[config.mk]
export PLATFORM = sky130hd
export DESIGN_NAME = phy_rx_deserializer
export DESIGN_NICKNAME = d
export VERILOG_FILES = /design/src/rtl/phy_pkg.sv /design/src/rtl/phy_rx_deserializer.sv
export SDC_FILE = /design/constraint.sdc
export NUM_CORES = 1
export LEC_CHECK = 0
export BUFFER_PORTS_ARGS = -buffer_cell sky130_fd_sc_hd__buf_4
export CORE_AREA = 2 2 40 69
export CTS_CLUSTER_SIZE = 28
export DETAILED_ROUTE_END_ITERATION = 8
export DIE_AREA = 0 0 42 71
export HOLD_SLACK_MARGIN = 0.15
export PLACE_DENSITY = 0.72
export RECOVER_POWER = 25
export SYNTH_ARGS = -nofsm -noshare
export SYNTH_HDL_FRONTEND = slang
export SYNTH_SLANG_ARGS = --single-unit
[constraint.sdc]
create_clock -name clk_32f -period 3 [get_ports clk_32f]
set_input_delay 0.45 -clock clk_32f [delete_from_list [all_inputs] [get_ports clk_32f]]
set_output_delay 0.45 -clock clk_32f [all_outputs]
set_load 0.01 [all_outputs]
[src/rtl/phy_pkg.sv]
// Constants shared by the PHY TX serializer and RX deserializer.
package phy_pkg;

  // Line characters
  localparam logic [7:0] COM_CHAR  = 8'hBC;
  localparam logic [7:0] IDLE_CHAR = 8'h7C;

  // RX alignment state encoding
  localparam logic [1:0] SEARCH = 2'd0;
  localparam logic [1:0] ALIGN  = 2'd1;
  localparam logic [1:0] ACTIVE = 2'd2;

endpackage

[src/rtl/phy_rx_deserializer.sv]
// Bit-serial receiver: finds byte alignment from COM characters, then
// emits recovered data bytes with a one-cycle valid strobe.
module phy_rx_deserializer
  import phy_pkg::*;
#(
  parameter logic [7:0]  COM        = COM_CHAR,
  parameter logic [7:0]  IDLE       = IDLE_CHAR,
  parameter int unsigned SYNC_COUNT = 4
) (
  input  logic       clk_32f,
  input  logic       reset_L,
  input  logic       data_in,
  output logic [7:0] data_out,
  output logic       valid_out,
  output logic       active,
  output logic       idle_out,
  output logic [3:0] sync_cnt
);

  localparam logic [3:0] SYNC_TGT = 4'(SYNC_COUNT);

  logic [7:0] sh;
  logic [2:0] bit_cnt;
  logic [1:0] state;
  logic       boundary;

  // Once aligned, the counter wraps to 7 exactly when sh holds a full byte
  always_comb begin
    boundary = (bit_cnt == 3'd7);
  end

  always_comb begin
    active = (state == ACTIVE);
  end

  // Shift window, bit counter and alignment FSM
  always_ff @(posedge clk_32f) begin
    if (!reset_L) begin
      sh        <= '0;
      bit_cnt   <= '0;
      state     <= SEARCH;
      sync_cnt  <= '0;
      data_out  <= '0;
      valid_out <= 1'b0;
      idle_out  <= 1'b0;
    end else begin
      sh        <= {sh[6:0], data_in};
      bit_cnt   <= bit_cnt + 3'd1;
      valid_out <= 1'b0;
      case (state)
        SEARCH: begin
          if (sh == COM) begin
            state    <= ALIGN;
            sync_cnt <= 4'd1;
            bit_cnt  <= '0;
          end
        end
        ALIGN: begin
          if (boundary) begin
            if (sh == COM) begin
              sync_cnt <= sync_cnt + 4'd1;
              if (sync_cnt + 4'd1 == SYNC_TGT) begin
                state <= ACTIVE;
              end
            end else begin
              state    <= SEARCH;
              sync_cnt <= '0;
            end
          end
        end
        ACTIVE: begin
          if (boundary) begin
            if (sh == COM) begin
              if (sync_cnt != 4'd15) begin
                sync_cnt <= sync_cnt + 4'd1;
              end
            end else if (sh == IDLE) begin
              idle_out <= 1'b1;
            end else begin
              data_out  <= sh;
              valid_out <= 1'b1;
              idle_out  <= 1'b0;
            end
          end
        end
        default: begin
          state    <= SEARCH;
          sync_cnt <= '0;
        end
      endcase
    end
  end

endmodule

==> results.cfg, run 1 <==
[synth]
yosysWarnings = 0
synth_edf_count = 0
yosysUniqueCellTypes = 41
synth_seq_area_share_pct = 43.3
syn_inst = 124
ys_ff_latch = 27
yosysMostFrequentCell = dfxtp_1
yosysTopAreaCellShare_pct = 43.3
synth_top_area_cell = dfxtp_1
synth_nets = 131
avgSynthCellArea_um2 = 10.1
synth_ff_type = dfxtp_1
synth_commonest_cells = dfxtp_1, and2_1, nor2_1, nor2b_1, mux2i_1
ys_top_cells_by_area = dfxtp_1, and2_1, mux2i_1
ys_async_sr_fraction_pct = 0
synth.cell_area_mm2 = 0.00125

[grt]
grt_first_pass_wirelength_um = 4040
use_met2_pct = 32.6
grt_pass1_vias = 955
grt_antenna_before_repair = 0
use_met3_pct = 2.81
grt.overflow.total = 0
use_met1_pct = 17.4
grt_max_degree = 27
track_usage_pct = 16.9
busiest_layer = met2

[critical_path]
crit_type = register to register
worst_path_largest_cell_delay_ns = 0.37
worstSetupEndpointType = register
cp-start-kind = register
path_cells = ha_1 -> ha_1 -> nand3b_4 -> a31oi_4 -> mux2i_1 -> nor2b_1
arrival_ns = 1.95
slowest_stage = a31oi_4
reg2reg_setup_slack_ns = 1.21
worst-path-stages = 6
critPathTopFamily = adder cells
critPathMaxFanout = 10
r2r-end = data_out[7]
crit_buf_inv = 0
r2r_cells = 6
r2r_start = bit_cnt[0]
required_ns = 3.16
critical_path.most_common_cell = ha_1

[power_and_ir_drop]
p_leak_nw = 0.582
peakVddDrop_uv = 309
total_power_uw = 581
power_density_mw_per_mm2 = 415

[detailed_routing]
vias_per_cell = 5.72
first_pass_iters = 4
drc_errors = 0
ant_nets = 0
via_count = 938
routed_wirelength_um = 2310
drtIter0Drc = 11
wl_per_cell_um = 14.1

[timing]
tns_ns = 0
worst_pin_slew_ns = 0.888
fin_crit_sh_pct = 59.6
skew_ns = 0.00174
finalMaxSlewViolations = 0
period_needed_ns = 1.79
slew_headroom_pct = 40.8
layout_setup_ws_ns = 1.21
max_freq_mhz = 560
hold_violations = 0
setup_viol = 0
rsz0062_at_grt = no
hold_slack_ns = 0.388

[cells_and_area]
regArea_um2 = 541
nets = 146
nFillCells = 226
stdcell_count = 164
antenna_cells = 0
syn_to_final_growth_pct = 12.1
drive_gt1_share_pct = 21.7
multi_input_area_um2 = 646

[clock_network]
cts.sinks = 27
ctsHoldBuffers = 0
cts_max_level = 1
cts-root-buf = clkbuf_8
cts_tree = yes
postCtsSetupBuffers = 0
clk_pin_slew_ns = 0.09
numCtsBuffers = 3
ctsResizeCount = 0
clk_path_buf_depth = 2
clk_latency_ns = 0.26

[hold_path]
hp-start = data_in
min_path_type = input port to register
holdPathEnd = sh[0]
hold_depth = 2

[floorplanning]
die_h_um = 71
coreArea_mm2 = 0.00243
fp-row-count = 24
io_pins = 18
start_util_pct = 51.3
dieArea_mm2 = 0.00298
die_w_um = 42

[placed_design]
dp.cells = 160
port_buffers = 17
hpwl_um = 1760
dp_slack_ns = 1.21
gp_congestion = 0.788

[run]
cap_violations = 0

[run_status]
status = finished, final reports clean
## stage by stage
step,instance area [um2],util [%]
6_report,1400,57.6
3_5_place_dp,1370,56.1
2_1_floorplan,1250,-
3_3_place_gp,1370,56.1
4_1_cts,1410,58.0
5_1_grt,1400,57.6
## per-layer routing
metal  vias to the layer above  share of wire, %
met5                         -                 0
met4                         0              0.91
met3                         2               2.8
met2                        13                57
met1                       457                40
li1                        466                 -
## kinds of logic (layout without fill, tap and decap cells)
family,after synthesis,after routing,share of synthesized area [%]
xor+xnor,1,1,0.702
buf+inv,12,26,5.01
flops,27,27,43.3
fa+ha+maj,4,4,4.01
compound gates,24,24,16.4
mux,6,6,4.81
simple gates,50,50,25.8
## worst max-delay path by stage
stage | from | to
after CTS | bit_cnt[0] | data_out[6]
after global routing | bit_cnt[0] | data_out[1]
after global placement | bit_cnt[0] | data_out[6]
after floorplan | bit_cnt[0] | data_out[0]
final | bit_cnt[0] | data_out[7]
after detailed placement | bit_cnt[0] | data_out[6]
## state kept, by name, summed over array words and instances (netlist names)
name	flops
data_out	8
sh	8
sync_cnt	4
bit_cnt	3
state	2
idle_out	1
valid_out	1
## layout by cell type, fill, tap and decap left out, drive strengths merged, types with 2 or more instances in the layout
cell type / Yosys / final
inv: 5 / 5
nand2: 4 / 4
and3: 2 / 2
clkbuf: 3 / 6
dfxtp: 27 / 27
a21oi: 2 / 2
nor2b: 7 / 7
nor3b: 4 / 4
buf: 4 / 14
mux2i: 6 / 6
o221a: 2 / 2
ha: 4 / 4
nand3b: 3 / 3
nor2: 7 / 7
and2: 11 / 11
a31oi: 3 / 3
and2b: 3 / 3
o211ai: 2 / 2
o22ai: 2 / 2
o21ai: 4 / 4
nand3: 5 / 5
## where the power goes
group          switching, mW  internal [mW]
logic                 0.0104        0.00743
clock network          0.103         0.0927
registers            0.00328          0.363
total                  0.117          0.464
## final cells by class
cell class / instances / area share (%)
flip-flops and latches: 27 / 38.6
multi-input cells: 85 / 46.1
well taps: 26 / 2.32
inverters: 5 / 1.34
clock buffers: 3 / 2.95
clock inverters: 1 / 0.357
repair buffers: 17 / 8.31
## worst register-to-register path, stage by stage (launching register included)
cell	delay (ns)
dfxtp_1	0.35
ha_1	0.16
ha_1	0.34
nand3b_4	0.14
a31oi_4	0.37
mux2i_1	0.26
nor2b_1	0.07
Note: power is estimated with default switching activity, not from simulation.
==> inputs of run 2 (changes only) <==
--- a/config.mk
+++ b/config.mk
@@ -6,12 +6,12 @@
 export NUM_CORES = 1
 export LEC_CHECK = 0
 export BUFFER_PORTS_ARGS = -buffer_cell sky130_fd_sc_hd__buf_4
-export CORE_AREA = 2 2 40 69
+export CORE_AREA = 2 2 42 72
 export CTS_CLUSTER_SIZE = 28
 export DETAILED_ROUTE_END_ITERATION = 8
-export DIE_AREA = 0 0 42 71
+export DIE_AREA = 0 0 44 74
 export HOLD_SLACK_MARGIN = 0.15
-export PLACE_DENSITY = 0.72
+export PLACE_DENSITY = 0.69
 export RECOVER_POWER = 25
 export SYNTH_ARGS = -nofsm -noshare
 export SYNTH_HDL_FRONTEND = slang
==> constraint.sdc (replaced) <==
create_clock -name clk_32f -period 1.6 [get_ports clk_32f]
set_input_delay 0.24 -clock clk_32f [delete_from_list [all_inputs] [get_ports clk_32f]]
set_output_delay 0.24 -clock clk_32f [all_outputs]
set_load 0.01 [all_outputs]
==> run 2 against run 1 <==
First-iteration DRC count increased by 120%; critical path depth grew 1; register-to-register slack got worse by 1.2 ns; highest routed layer unchanged; worst hold slack got worse by 0.22 ns; die area is 9.2% higher; routed wire length is 6.7% higher; clock-buffer cell count up 1; setup slack got worse by 1.2 ns; power increased by 90%; critical path type unchanged; largest cell class unchanged; clock power grew 94%; sequential cell count unchanged; cell count is 6.1% higher.
==> results.cfg, run 2 (synthesized netlist as in run 1, its figures left out) <==
[power_and_ir_drop]
power_density_mw_per_mm2 = 735
peakVddDrop_uv = 721
seq_power_share_pct = 62.3
switching_share_pct = 20.7
clock_power_share_pct = 34.4
p_sw_uw = 228
intPower_uw = 876
p_leak_nw = 0.629
combPwrFrac_pct = 3.3

[critical_path]
cp-start-kind = register
worst_path_largest_cell_delay_ns = 0.34
crit_type = register to register
r2r_cells = 7
critical_path.most_common_cell = o211ai_1
required_ns = 1.75
critPathTopFamily = compound AO/OA/AOI/OAI gates
arrival_ns = 1.70
slowest_stage = dfxtp_2
r2r-end = sync_cnt[2]
worstSetupEndpointType = register
path_cells = ha_2 -> ha_4 -> nor3b_1 -> buf_4 -> a211o_1 -> o211ai_1 -> o211ai_1
crit_buf_inv = 1
r2r_start = bit_cnt[0]
critPathMaxFanout = 4
reg2reg_setup_slack_ns = 0.06

[cells_and_area]
final_common_cell = dfxtp_1
final_cell_mix = dfxtp_1, buf_4, and2_1
syn_to_final_growth_pct = 20.4
design_area_mm2 = 0.00150
nets = 155
top_regs = data_out: 8 flops, sh: 8 flops, sync_cnt: 4 flops
antenna_cells = 0
drive_gt1_share_pct = 29.9
nFillCells = 248
stdcell_count = 174

[timing]
skew_ns = 0.00230
slew_headroom_pct = 37.5
period_needed_ns = 1.54
hold_violations = 0
rsz0062_at_grt = yes
fin_crit_sh_pct = 96.4
finalMaxSlewViolations = 0
setup_viol = 0
layout_setup_ws_ns = 0.0569
worst_pin_slew_ns = 0.937
max_freq_mhz = 648

[hold_path]
hp-start = data_in
hold_depth = 2
min_path_type = input port to register
holdPathEnd = sh[0]

[detailed_routing]
vias_per_cell = 5.61
first_pass_iters = 4
drc_errors = 0
ant_nets = 0
routed_wirelength_um = 2460
via_count = 977
drtIter0Drc = 24
wl_per_cell_um = 14.1

[placed_design]
gp_congestion = 0.826
hpwl_um = 1800
dp.cells = 170
dp_slack_ns = -0.0500
place_area_mm2 = 0.00145
port_buffers = 17

[clock_network]
clk_path_buf_depth = 2
numCtsBuffers = 3
clk_pin_slew_ns = 0.08
ctsHoldBuffers = 0
clk_latency_ns = 0.27
cts_tree = yes
cts_max_level = 1
cts.sinks = 27
cts-root-buf = clkbuf_8

[floorplanning]
start_util_pct = 46.4
io_pins = 18
dieArea_mm2 = 0.00326
die_w_um = 44
die_h_um = 74
fp-row-count = 25
coreArea_mm2 = 0.00269

[grt]
track_usage_pct = 16.8
grt.overflow.total = 0
grt_first_pass_wirelength_um = 4140
grt_antenna_before_repair = 0
grt_pass1_vias = 944
grt_max_degree = 27

[run_status]
status = finished, final reports clean

[run]
cap_violations = 0
run 2: layout make-up:
class                           count  area, um2  share of cell area, %
Timing Repair Buffer               26        196                   13.1
Inverter                            5       18.8                   1.25
Tap cell                           27       33.8                   2.25
Multi-Input combinational cell     85        666                   44.3
Sequential cell                    27        544                   36.2
Clock buffer                        4       45.0                   3.00
run 2: timing repair:
item                       in CTS  in global routing
setup endpoints to repair       3                  8
setup buffers                   0                  0
resized for setup               2                  5
pin swaps                       0                  1
cloned                          0                  0
run 2: metal layers:
layer	track usage [%]	share of wire, %
met1	19.0	41
met2	29.9	53
met3	2.43	3.5
met4	8.08	2.3
met5	0	0
run 2: worst max path at each step:
stage	endpoint	start	depth (start not counted)	slack (ns)
floorplan	data_out[0]	bit_cnt[0]	7	0.07
global placement	sync_cnt[3]	bit_cnt[0]	7	0.03
detailed placement	sync_cnt[2]	bit_cnt[0]	7	-0.05
CTS	sync_cnt[2]	bit_cnt[0]	7	0.0007
global route	sync_cnt[2]	bit_cnt[0]	7	-0.04
finish	sync_cnt[2]	bit_cnt[0]	7	0.06
run 2: power groups by stage:
stage                     sequential [mW]  clock (mW)  combinational [mW]
final                               0.689       0.380              0.0360
after global routing                0.690       0.413              0.0426
after CTS                           0.688       0.392              0.0366
after detailed placement            0.703           0              0.0341
after global placement              0.703           0              0.0327
after floorplan                     0.702           0              0.0243
run 2: metrics by stage:
| step | power, mW | hold slack, ns | utilization (%) | setup TNS, ns |
|---|---|---|---|---|
| after floorplan | 0.726 | 0.367 | - | 0 |
| after global placement | 0.736 | 0.408 | 53.8 | 0 |
| after detailed placement | 0.738 | 0.418 | 53.8 | -0.0650 |
| after CTS | 1.12 | 0.168 | 55.9 | 0 |
| after global routing | 1.15 | 0.165 | 55.9 | -0.0625 |
| final | 1.10 | 0.171 | 55.9 | 0 |
run 2: worst register-to-register path, cell delays in order, from the launching register on:
cell and delay (ns):
dfxtp_2 0.34, ha_2 0.18, ha_4 0.16, nor3b_1 0.05, buf_4 0.14, a211o_1 0.25
o211ai_1 0.19, o211ai_1 0.11
==> inputs of run 3 (changes only) <==
--- a/config.mk
+++ b/config.mk
@@ -11,7 +11,7 @@
 export DETAILED_ROUTE_END_ITERATION = 8
 export DIE_AREA = 0 0 44 74
 export HOLD_SLACK_MARGIN = 0.15
-export PLACE_DENSITY = 0.69
+export PLACE_DENSITY = 0.73
 export RECOVER_POWER = 25
 export SYNTH_ARGS = -nofsm -noshare
 export SYNTH_HDL_FRONTEND = slang
==> run 3 against run 2 <==
Worst hold slack lost 0.0025 ns; clock skew is 0.0036 ns higher; combinational power rose by 8.1%; power rose by 0.89%; maximum frequency is 0.31% higher; cell count is 1.1% lower; sequential share of layout area down 0.29 points; utilization is 0.19 points higher; die area stayed put; clock-buffer cell count unchanged.
==> results.cfg, run 3 (synthesized netlist as in run 1, its figures left out) <==
[timing]
layout_setup_ws_ns = 0.0617
worst_pin_slew_ns = 0.318
finalMaxSlewViolations = 0
setup_viol = 0
fin_crit_sh_pct = 96.1
period_needed_ns = 1.54
tns_ns = 0
max_freq_mhz = 650
skew_ns = 0.00594
hold_violations = 0
rsz0062_at_grt = no
slew_headroom_pct = 78.7

[cells_and_area]
syn_to_final_growth_pct = 20.8
multi_input_area_um2 = 684
drive_gt1_share_pct = 29.7
nFillCells = 248
nets = 153
final_cell_mix = dfxtp_1, buf_4, nor2_1, nor2b_1
top_regs = data_out: 8 flops, sh: 8 flops, sync_cnt: 4 flops
regArea_um2 = 542
antenna_cells = 0
design_area_mm2 = 0.00151
final_common_cell = dfxtp_1

[power_and_ir_drop]
peakVddDrop_uv = 548
power_density_mw_per_mm2 = 739
p_leak_nw = 0.629

[grt]
grt_antenna_before_repair = 0
track_usage_pct = 17.2
grt_max_degree = 27
grt.overflow.total = 0
grt_first_pass_wirelength_um = 4100
grt_pass1_vias = 944

[detailed_routing]
drtIter0Drc = 14
routed_wirelength_um = 2520
first_pass_iters = 4
wl_per_cell_um = 14.7
vias_per_cell = 5.69
ant_nets = 0
drc_errors = 0
via_count = 979

[critical_path]
worst_path_largest_cell_delay_ns = 0.44
arrival_ns = 1.30
critPathTopFamily = flip-flops
critical_path.most_common_cell = buf_4
critPathMaxFanout = 6
crit_buf_inv = 2
worstSetupEndpointType = output port
required_ns = 1.36
crit_type = register to output port
path_cells = and2b_1 -> buf_4 -> buf_4
cp-start-kind = register
slowest_stage = dfxtp_1

[floorplanning]
io_pins = 18
start_util_pct = 46.4
die_w_um = 44
coreArea_mm2 = 0.00269
die_h_um = 74
dieArea_mm2 = 0.00326
fp-row-count = 25

[clock_network]
clk_latency_ns = 0.28
clk_path_buf_depth = 2
cts-root-buf = clkbuf_8
cts.sinks = 27
ctsHoldBuffers = 0
cts_tree = yes
cts_max_level = 1
clk_pin_slew_ns = 0.09
numCtsBuffers = 3

[run_status]
status = finished, final reports clean

[placed_design]
place_area_mm2 = 0.00141
gp_congestion = 0.792
dp_slack_ns = -0.0791
hpwl_um = 1760
port_buffers = 17

[run]
cap_violations = 0

[hold_path]
min_path_type = input port to register
-- run 3: changes by cell type in the layout (fill, tap and decap cells not counted), moves of 2 or more --
cell	delta
and2_1	-2
nor3b_2	+2
dfxtp_1	+2
nor3b_1	-2
dfxtp_2	-2
and2_0	+2
-- run 3: repair_timing --
action                     in CTS  in global routing
gates resized for setup         4                  4
setup endpoints to repair       9                 13
cloned                          0                  0
pin swaps                       0                  0
buffers inserted                1                  0
-- run 3: where the power goes --
| part | internal [mW] | total, mW | leakage [nW] | switching (mW) |
|---|---|---|---|---|
| Combinational | 0.0178 | 0.0389 | 0.387 | 0.0211 |
| Clock | 0.179 | 0.385 | 0.0228 | 0.207 |
| Sequential | 0.682 | 0.690 | 0.219 | 0.00885 |
| Total | 0.878 | 1.11 | 0.629 | 0.236 |
-- run 3: worst paths after layout --
kind          startpoint     endpoint  slack (ns)  depth (start not counted)
max             state[0]       active        0.06                          3
min              data_in        sh[0]        0.17                          2
max reg2reg  sync_cnt[0]  sync_cnt[3]        0.08                          5
min reg2reg   bit_cnt[0]   bit_cnt[0]        0.45                          1
-- run 3: layout make-up --
| cell class | count | share of cell area [%] |
|---|---|---|
| Tap cell | 27 | 2.24 |
| Timing Repair Buffer | 24 | 12.3 |
| Multi-Input combinational cell | 85 | 45.4 |
| Inverter | 5 | 1.24 |
| Clock buffer | 4 | 2.99 |
| Sequential cell | 27 | 35.9 |
-- run 3: layer usage --
layer  wire (um)  track usage, %  part of all wire, %  vias to the layer above
li1            -               -                    -                      475
met5           0               0                    0                        -
met2        1370            30.2                   54                       22
met3          94            3.64                  3.7                        6
met1         996            18.8                   39                      476
met4          62            9.09                  2.5                        0
-- run 3: metrics by stage --
step | total power [mW] | instances | hold slack [ns] | util, %
floorplan | 0.726 | 124 | 0.367 | -
global placement | 0.735 | 167 | 0.405 | 52.5
detailed placement | 0.740 | 167 | 0.427 | 52.5
CTS | 1.12 | 172 | 0.170 | 55.4
global route | 1.16 | 172 | 0.171 | 56.1
finish | 1.11 | 172 | 0.169 | 56.1
-- run 3: worst register-to-register path, cell delays in order (launching register included) --
cell and delay (ns):
dfxtp_1 0.33, ha_1 0.24, and3_1 0.22, a211o_1 0.32, o21ai_2 0.18, o221ai_2 0.11
